## src/rtl/pixel_dma_reader_if.sv

```systemverilog
// Memory-master read bus plus pixel FIFO write port used by pixel_dma_reader.
// master: the DMA reader side. slave: memory / FIFO side (or a bench model).
interface pixel_dma_reader_if #(
  parameter int unsigned DATA_WIDTH      = 32,
  parameter int unsigned ADDR_WIDTH      = 32,
  parameter int unsigned BURST_LOG2      = 4,
  parameter int unsigned FIFO_DEPTH_LOG2 = 8
);
  // Memory read channel
  logic [ADDR_WIDTH-1:0]    mm_address;
  logic                     mm_read;
  logic [BURST_LOG2:0]      mm_burstcount;
  logic                     mm_waitrequest;
  logic [DATA_WIDTH-1:0]    mm_readdata;
  logic                     mm_readdatavalid;
  // Pixel FIFO write side
  logic [DATA_WIDTH-1:0]    data_fifo_out;
  logic                     write_fifo_out;
  logic [FIFO_DEPTH_LOG2:0] usedw_fifo_out;

  modport master (
    output mm_address,
    output mm_read,
    output mm_burstcount,
    input  mm_waitrequest,
    input  mm_readdata,
    input  mm_readdatavalid,
    output data_fifo_out,
    output write_fifo_out,
    input  usedw_fifo_out
  );

  modport slave (
    input  mm_address,
    input  mm_read,
    input  mm_burstcount,
    output mm_waitrequest,
    output mm_readdata,
    output mm_readdatavalid,
    input  data_fifo_out,
    input  write_fifo_out,
    output usedw_fifo_out
  );
endinterface

```

## src/rtl/pixel_dma_reader.sv

```systemverilog
// Burst-reading memory master: streams one frame of PIXEL_COUNT words into the
// pixel FIFO, issuing a burst only when the FIFO has room for all of it.
// One burst outstanding at a time; start/endf frame handshake.
module pixel_dma_reader #(
  parameter int unsigned DATA_WIDTH      = 32,
  parameter int unsigned ADDR_WIDTH      = 32,
  parameter int unsigned FIFO_DEPTH      = 256,
  parameter int unsigned FIFO_DEPTH_LOG2 = 8,
  parameter int unsigned PIXEL_COUNT     = 384000,
  parameter int unsigned BURST_LEN       = 16,
  parameter int unsigned BURST_LOG2      = 4
) (
  input  logic                  clk,
  input  logic                  rst,
  input  logic                  start,
  input  logic [ADDR_WIDTH-1:0] base_address,
  output logic                  endf,
  pixel_dma_reader_if.master    bus
);

  localparam int unsigned BcW          = BURST_LOG2 + 1;
  localparam int unsigned BytesPerWord = DATA_WIDTH / 8;
  // Two words of slack: our output register plus the FIFO's usedw lag.
  localparam int unsigned UsedwLimit   = FIFO_DEPTH - BURST_LEN - 2;

  typedef enum logic [1:0] {
    StIdle,
    StReq,
    StWaitData,
    StDone
  } state_e;

  state_e                r_state;
  state_e                w_state_next;
  logic [ADDR_WIDTH-1:0] r_addr;
  logic [31:0]           r_req_left;
  logic [31:0]           r_rx_left;
  logic [31:0]           r_beat_cnt;
  logic                  r_wr;
  logic [DATA_WIDTH-1:0] r_data;

  logic [BcW-1:0]        w_burst_words;
  logic                  w_fifo_room;
  logic                  w_mm_read;
  logic                  w_accept;
  logic                  w_beat;
  logic                  w_last_beat;
  logic                  w_frame_done;
  logic                  w_endf;

  // Size of the next burst: a full burst, or whatever is left of the frame.
  always_comb begin
    w_burst_words = BcW'(BURST_LEN);
    if (r_req_left < BURST_LEN) begin
      w_burst_words = BcW'(r_req_left);
    end
  end

  assign w_fifo_room  = (32'(bus.usedw_fifo_out) <= UsedwLimit);
  assign w_accept     = w_mm_read & ~bus.mm_waitrequest;
  assign w_beat       = (r_state == StWaitData) & bus.mm_readdatavalid;
  assign w_last_beat  = w_beat & (r_beat_cnt <= 32'd1);
  assign w_frame_done = (r_req_left == 32'd0) | (r_rx_left <= 32'd1);

  // State register.
  always_ff @(posedge clk or posedge rst) begin
    if (rst) begin
      r_state <= StIdle;
    end else begin
      r_state <= w_state_next;
    end
  end

  // Next-state logic and FSM-decoded outputs.
  always_comb begin
    w_state_next = r_state;
    w_mm_read    = 1'b0;
    w_endf       = 1'b0;
    unique case (r_state)
      StIdle: begin
        if (start) begin
          w_state_next = StReq;
        end
      end
      StReq: begin
        if (w_burst_words == '0) begin
          // Nothing left to fetch; only reachable with a degenerate frame size.
          w_state_next = StDone;
        end else begin
          w_mm_read = w_fifo_room;
          if (w_fifo_room && !bus.mm_waitrequest) begin
            w_state_next = StWaitData;
          end
        end
      end
      StWaitData: begin
        if (w_last_beat) begin
          w_state_next = w_frame_done ? StDone : StReq;
        end
      end
      StDone: begin
        w_endf       = 1'b1;
        w_state_next = StIdle;
      end
      default: begin
        w_state_next = StIdle;
      end
    endcase
  end

  // Address/count bookkeeping and the single registered FIFO write stage.
  always_ff @(posedge clk or posedge rst) begin
    if (rst) begin
      r_addr     <= '0;
      r_req_left <= '0;
      r_rx_left  <= '0;
      r_beat_cnt <= '0;
      r_wr       <= 1'b0;
      r_data     <= '0;
    end else begin
      r_wr <= w_beat;
      if (w_beat) begin
        r_data <= bus.mm_readdata;
      end

      if ((r_state == StIdle) && start) begin
        r_addr     <= base_address;
        r_req_left <= PIXEL_COUNT;
        r_rx_left  <= PIXEL_COUNT;
      end

      if (w_accept) begin
        r_addr     <= r_addr + ADDR_WIDTH'(w_burst_words) * ADDR_WIDTH'(BytesPerWord);
        r_req_left <= r_req_left - 32'(w_burst_words);
        r_beat_cnt <= 32'(w_burst_words);
      end

      if (w_beat) begin
        if (r_beat_cnt != 32'd0) begin
          r_beat_cnt <= r_beat_cnt - 32'd1;
        end
        if (r_rx_left != 32'd0) begin
          r_rx_left <= r_rx_left - 32'd1;
        end
      end
    end
  end

  assign bus.mm_read        = w_mm_read;
  assign bus.mm_address     = r_addr;
  assign bus.mm_burstcount  = (r_state == StReq) ? w_burst_words : '0;
  assign bus.write_fifo_out = r_wr;
  assign bus.data_fifo_out  = r_data;
  assign endf               = w_endf;

endmodule

```

## src/flat_wrapper.sv

```systemverilog
// flat-port wrapper written by rule: the top's interface ports become plain ports
module pixel_dma_reader_flat 
#(
  parameter int unsigned DATA_WIDTH      = 32,
  parameter int unsigned ADDR_WIDTH      = 32,
  parameter int unsigned FIFO_DEPTH      = 256,
  parameter int unsigned FIFO_DEPTH_LOG2 = 8,
  parameter int unsigned PIXEL_COUNT     = 384000,
  parameter int unsigned BURST_LEN       = 16,
  parameter int unsigned BURST_LOG2      = 4
)
  (clk, rst, start, base_address, endf, bus_mm_address, bus_mm_read, bus_mm_burstcount, bus_mm_waitrequest, bus_mm_readdata, bus_mm_readdatavalid, bus_data_fifo_out, bus_write_fifo_out, bus_usedw_fifo_out);
  pixel_dma_reader_if #(.DATA_WIDTH(DATA_WIDTH), .ADDR_WIDTH(ADDR_WIDTH), .BURST_LOG2(BURST_LOG2), .FIFO_DEPTH_LOG2(FIFO_DEPTH_LOG2)) bus_i ();
  input  logic clk;
  input  logic rst;
  input  logic start;
  input  logic [ADDR_WIDTH-1:0] base_address;
  output logic endf;
  output wire logic [$bits(bus_i.mm_address)-1:0] bus_mm_address;
  output wire logic [$bits(bus_i.mm_read)-1:0] bus_mm_read;
  output wire logic [$bits(bus_i.mm_burstcount)-1:0] bus_mm_burstcount;
  input wire logic [$bits(bus_i.mm_waitrequest)-1:0] bus_mm_waitrequest;
  input wire logic [$bits(bus_i.mm_readdata)-1:0] bus_mm_readdata;
  input wire logic [$bits(bus_i.mm_readdatavalid)-1:0] bus_mm_readdatavalid;
  output wire logic [$bits(bus_i.data_fifo_out)-1:0] bus_data_fifo_out;
  output wire logic [$bits(bus_i.write_fifo_out)-1:0] bus_write_fifo_out;
  input wire logic [$bits(bus_i.usedw_fifo_out)-1:0] bus_usedw_fifo_out;
  assign bus_mm_address = bus_i.mm_address;
  assign bus_mm_read = bus_i.mm_read;
  assign bus_mm_burstcount = bus_i.mm_burstcount;
  assign bus_i.mm_waitrequest = bus_mm_waitrequest;
  assign bus_i.mm_readdata = bus_mm_readdata;
  assign bus_i.mm_readdatavalid = bus_mm_readdatavalid;
  assign bus_data_fifo_out = bus_i.data_fifo_out;
  assign bus_write_fifo_out = bus_i.write_fifo_out;
  assign bus_i.usedw_fifo_out = bus_usedw_fifo_out;
  pixel_dma_reader #(.DATA_WIDTH(DATA_WIDTH), .ADDR_WIDTH(ADDR_WIDTH), .FIFO_DEPTH(FIFO_DEPTH), .FIFO_DEPTH_LOG2(FIFO_DEPTH_LOG2), .PIXEL_COUNT(PIXEL_COUNT), .BURST_LEN(BURST_LEN), .BURST_LOG2(BURST_LOG2)) u_core (.clk(clk), .rst(rst), .start(start), .base_address(base_address), .endf(endf), .bus(bus_i));
endmodule
```

## config.mk

```make
export PLATFORM = sky130hd
export DESIGN_NAME = pixel_dma_reader_flat
export DESIGN_NICKNAME = d
export VERILOG_FILES = /design/src/rtl/pixel_dma_reader_if.sv /design/src/rtl/pixel_dma_reader.sv /design/src/flat_wrapper.sv
export SDC_FILE = /design/constraint.sdc
export NUM_CORES = 1
export LEC_CHECK = 0
export BUFFER_PORTS_ARGS = -buffer_cell sky130_fd_sc_hd__buf_2
export CAP_MARGIN = 20
export CORE_MARGIN = 2
export CORE_UTILIZATION = 45
export CTS_BUF_LIST = sky130_fd_sc_hd__clkbuf_8
export DETAILED_ROUTE_END_ITERATION = 16
export GPL_TIMING_DRIVEN = 0
export HOLD_SLACK_MARGIN = 0.06
export PLACE_DENSITY = 0.66
export SYNTH_ARGS = -nofsm -noshare
export SYNTH_HDL_FRONTEND = slang
export SYNTH_SLANG_ARGS = --single-unit
```

## constraint.sdc

```tcl
create_clock -name clk -period 6.78 [get_ports clk]
set_input_delay 0.678 -clock clk [delete_from_list [all_inputs] [get_ports clk]]
set_output_delay 0.678 -clock clk [all_outputs]
set_load 0.1 [all_outputs]
```

==> metrics <==
status=finished, final reports clean; post-CTS sizing=0; flip-flop and latch count after synthesis=163; top area cells in the synthesized netlist=dfrtp_1 (46%), nand2_1 (8.6%), mux2i_1 (3.7%), o311ai_0 (2.5%), or4_1 (2.3%); Via Count=just over 8,000; Top Ports=150; Syn Inst Count=between 900 and 1,000; Psw=~2800 µW; PwrDens=471 mW/mm²; Hold Buf Count CTS=0; endpoint class of the critical path=flip-flop; IO Port Bufs=149; DIE AREA=~0.021 mm²; Starting Density=a little under half; DRC violations left=0; top cell type's share of synthesized area=46.0%; post-synthesis sequential area ratio=a little under half; CTS Buf Count=17; final worst path period share=a little over two thirds; # fillers=between 1,500 and 2,000; crit path DAT=approximately 5 ns; Hold Worst Slack=0.168 ns; clock transition at the registers of the reported paths=0.10 ns; Clock power frac=13.7%; Hold Crit Class=in2async; final core utilization=between 50% and 60%; gr ovfl total=0; Yosys cell types=69; critical path class=reg2reg; Avg Cell Area, Syn=9.26 µm²; setup bufs post-CTS=0; Post-DP HPWL=16.7 mm; Register Area=approximately 0.004 mm²; final-report max-slew violation count=0; Worst Path Required=7.13 ns; Routed WL per cell=~17 µm; H-tree depth=4; Area Growth Syn to Fin=16.6%; Leakage=0.00479 µW; clk_lat worst skew=roughly 0.47 ns; initial antenna violation count=0; f_max=roughly 210 MHz; Hold Vio Cnt, Final=0; post-synthesis cell area=between 0.008 and 0.009 mm²; ys async rst share=100%; sw frac=58.0%; Post-Syn Nets=between 1,000 and 1,500; Initial DRC Count=~470; post-layout min period=4.80 ns; Post-synth EDFFs=0; CTS sink cnt=between 150 and 200; Core ar.=about 0.019 mm²; maxcap violations=0; Layout Cells excl Fill=roughly 1,400; logic gate share of total power=55.8%; most frequent cells in the layout=nand2_1 (202), dfrtp_1 (163), buf_2 (153); nets=around 1,200; routability cong.=between 0.8 and 0.9; Via density=a little under 6; remaining antenna violation count=0; setup tns final=0 ns; 1st-pass router iterations=5; width of the die=between 100 and 150 µm; multi-input logic area=between 0.004 and 0.005 mm²; CP startpoint kind=flip-flop; root buffer selected by CTS=clkbuf_8; vias in the first global route=about 7,500; Die Height=about 140 µm; crit-path max FO=10; # rows=between 50 and 60; RSZ-0062 raised after global routing=false; warnings from Yosys=0; Synth Flop Type=dfrtp_1; global-route wire length before repair=38.3 mm; largest net degree at the start of global routing=122; share of layout cells above drive strength 1=19.3%; Sequential Power Share=a little under a third; slew margin rel.=between 40% and 50%; final-report setup violation count=0; commonest non-fill, non-tap cell in the layout=nand2_1; Yosys top cell by area=dfrtp_1; CTS tree=yes; Worst-Margin Slew=approximately 0.89 ns; worst vdd ir=around 0.00033 V; clock skew=approximately 0.011 ns; GRT Util Overall=23.2%; Max Root-Sink Buffers=2; final WL=around 24 mm; Pint=between 2000 and 2500 µW; diode count=0; dpl cells=approximately 1,400
synthesized netlist by cell type (15+ instances only):
master / instances
a21oi_1: 16
a31oi_1: 15
and3_1: 18
clkbuf_1: 42
dfrtp_1: 163
mux2i_1: 33
nand2_1: 202
nand3_1: 27
nand4_1: 19
nor2_1: 46
nor3_1: 35
nor4_1: 30
o211ai_1: 26
o311ai_0: 25
o31ai_1: 15
o41ai_1: 17
or3_1: 17
or4_1: 27
metrics by stage:
stage	area [µm²]	setup WS, ns	total power (µW)
after floorplan	8860	1.70	3650
after detailed placement	9980	2.10	4210
after global placement	9940	-0.407	4180
after global routing	10300	1.71	5120
after CTS	10300	2.06	4870
final	10300	1.98	4870
per-layer routing:
layer | share of wire, % | wire [µm] | track usage (%) | vias to the layer above
li1 | - | - | - | 3961
met1 | 46 | 10900 | 32.7 | 3956
met2 | 46 | 10800 | 36.2 | 230
met3 | 5.8 | 1380 | 4.17 | 41
met4 | 2.0 | 479 | 8.18 | 0
met5 | 0 | 0 | 0 | -
critical path, stage by stage, from the launching register on:
cell and delay (ns):
dfrtp_1 0.43, or4_1 0.51, clkbuf_1 0.20, or3_1 0.45
nor3_1 0.47, clkbuf_1 0.35, and2_1 0.20, ha_1 0.20
fa_1 0.25, a211oi_1 0.13, o21bai_1 0.33, o311ai_0 0.37
clkbuf_1 0.30, o311ai_0 0.36, nand3_1 0.11
cell type report:
cell class / count / share of cell area [%]
Buffer: 53 / 2.11
Clock buffer: 17 / 2.26
Clock inverter: 15 / 1.17
Inverter: 15 / 0.618
Multi-Input combinational cell: 726 / 43.6
Sequential cell: 163 / 39.5
Tap cell: 265 / 3.21
Timing Repair Buffer: 151 / 7.53
state kept, by name (all words and copies together), names as in the netlist:
| name | count |
|---|---|
| u_core.r_rx_left | 32 |
| u_core.bus.mm_address | 32 |
| u_core.r_beat_cnt | 32 |
| u_core.r_req_left | 32 |
| u_core.bus.data_fifo_out | 32 |
| u_core.r_state | 2 |
| u_core.bus.write_fifo_out | 1 |
power groups by stage:
| stage | clock (µW) | sequential [µW] | combinational (µW) |
|---|---|---|---|
| 3_3_place_gp | 0 | 1490 | 2680 |
| 6_report | 665 | 1490 | 2710 |
| 3_5_place_dp | 0 | 1500 | 2710 |
| 2_1_floorplan | 0 | 2730 | 920 |
| 4_1_cts | 675 | 1480 | 2710 |
| 5_1_grt | 718 | 1530 | 2880 |
kinds of logic (layout without fill, tap and decap cells):
family                   Yosys count  count (layout)  synth area share, %
AO/OA/AOI/OAI                    194             194                 17.0
XOR/XNOR                           3               3                0.297
adder cells (fa/ha/maj)           12              12                 1.78
buffers and inverters             68             251                 3.09
flip-flops                       163             163                 46.0
multiplexers                      37              37                 4.24
other                              1               1               0.0423
AND/OR/NAND/NOR                  479             479                 27.5
final timing paths:
| path | start | endpoint | slack (ns) | cells after the start |
|---|---|---|---|---|
| worst max-delay path | u_core.r_req_left[24] | u_core.bus.mm_address[16] | 1.98 | 14 |
| worst min-delay path | rst | u_core.bus.data_fifo_out[13] | 0.17 | 2 |
| worst max register to register | u_core.r_req_left[24] | u_core.bus.mm_address[16] | 1.98 | 14 |
| worst min register to register | u_core.r_beat_cnt[29] | u_core.r_beat_cnt[29] | 0.47 | 1 |
| max in group asynchronous | rst | u_core.bus.mm_address[7] | 5.66 | 3 |
| min in group clk | bus_mm_readdata[24] | u_core.bus.data_fifo_out[24] | 0.38 | 3 |
Power figures use the tool's default switching activity.
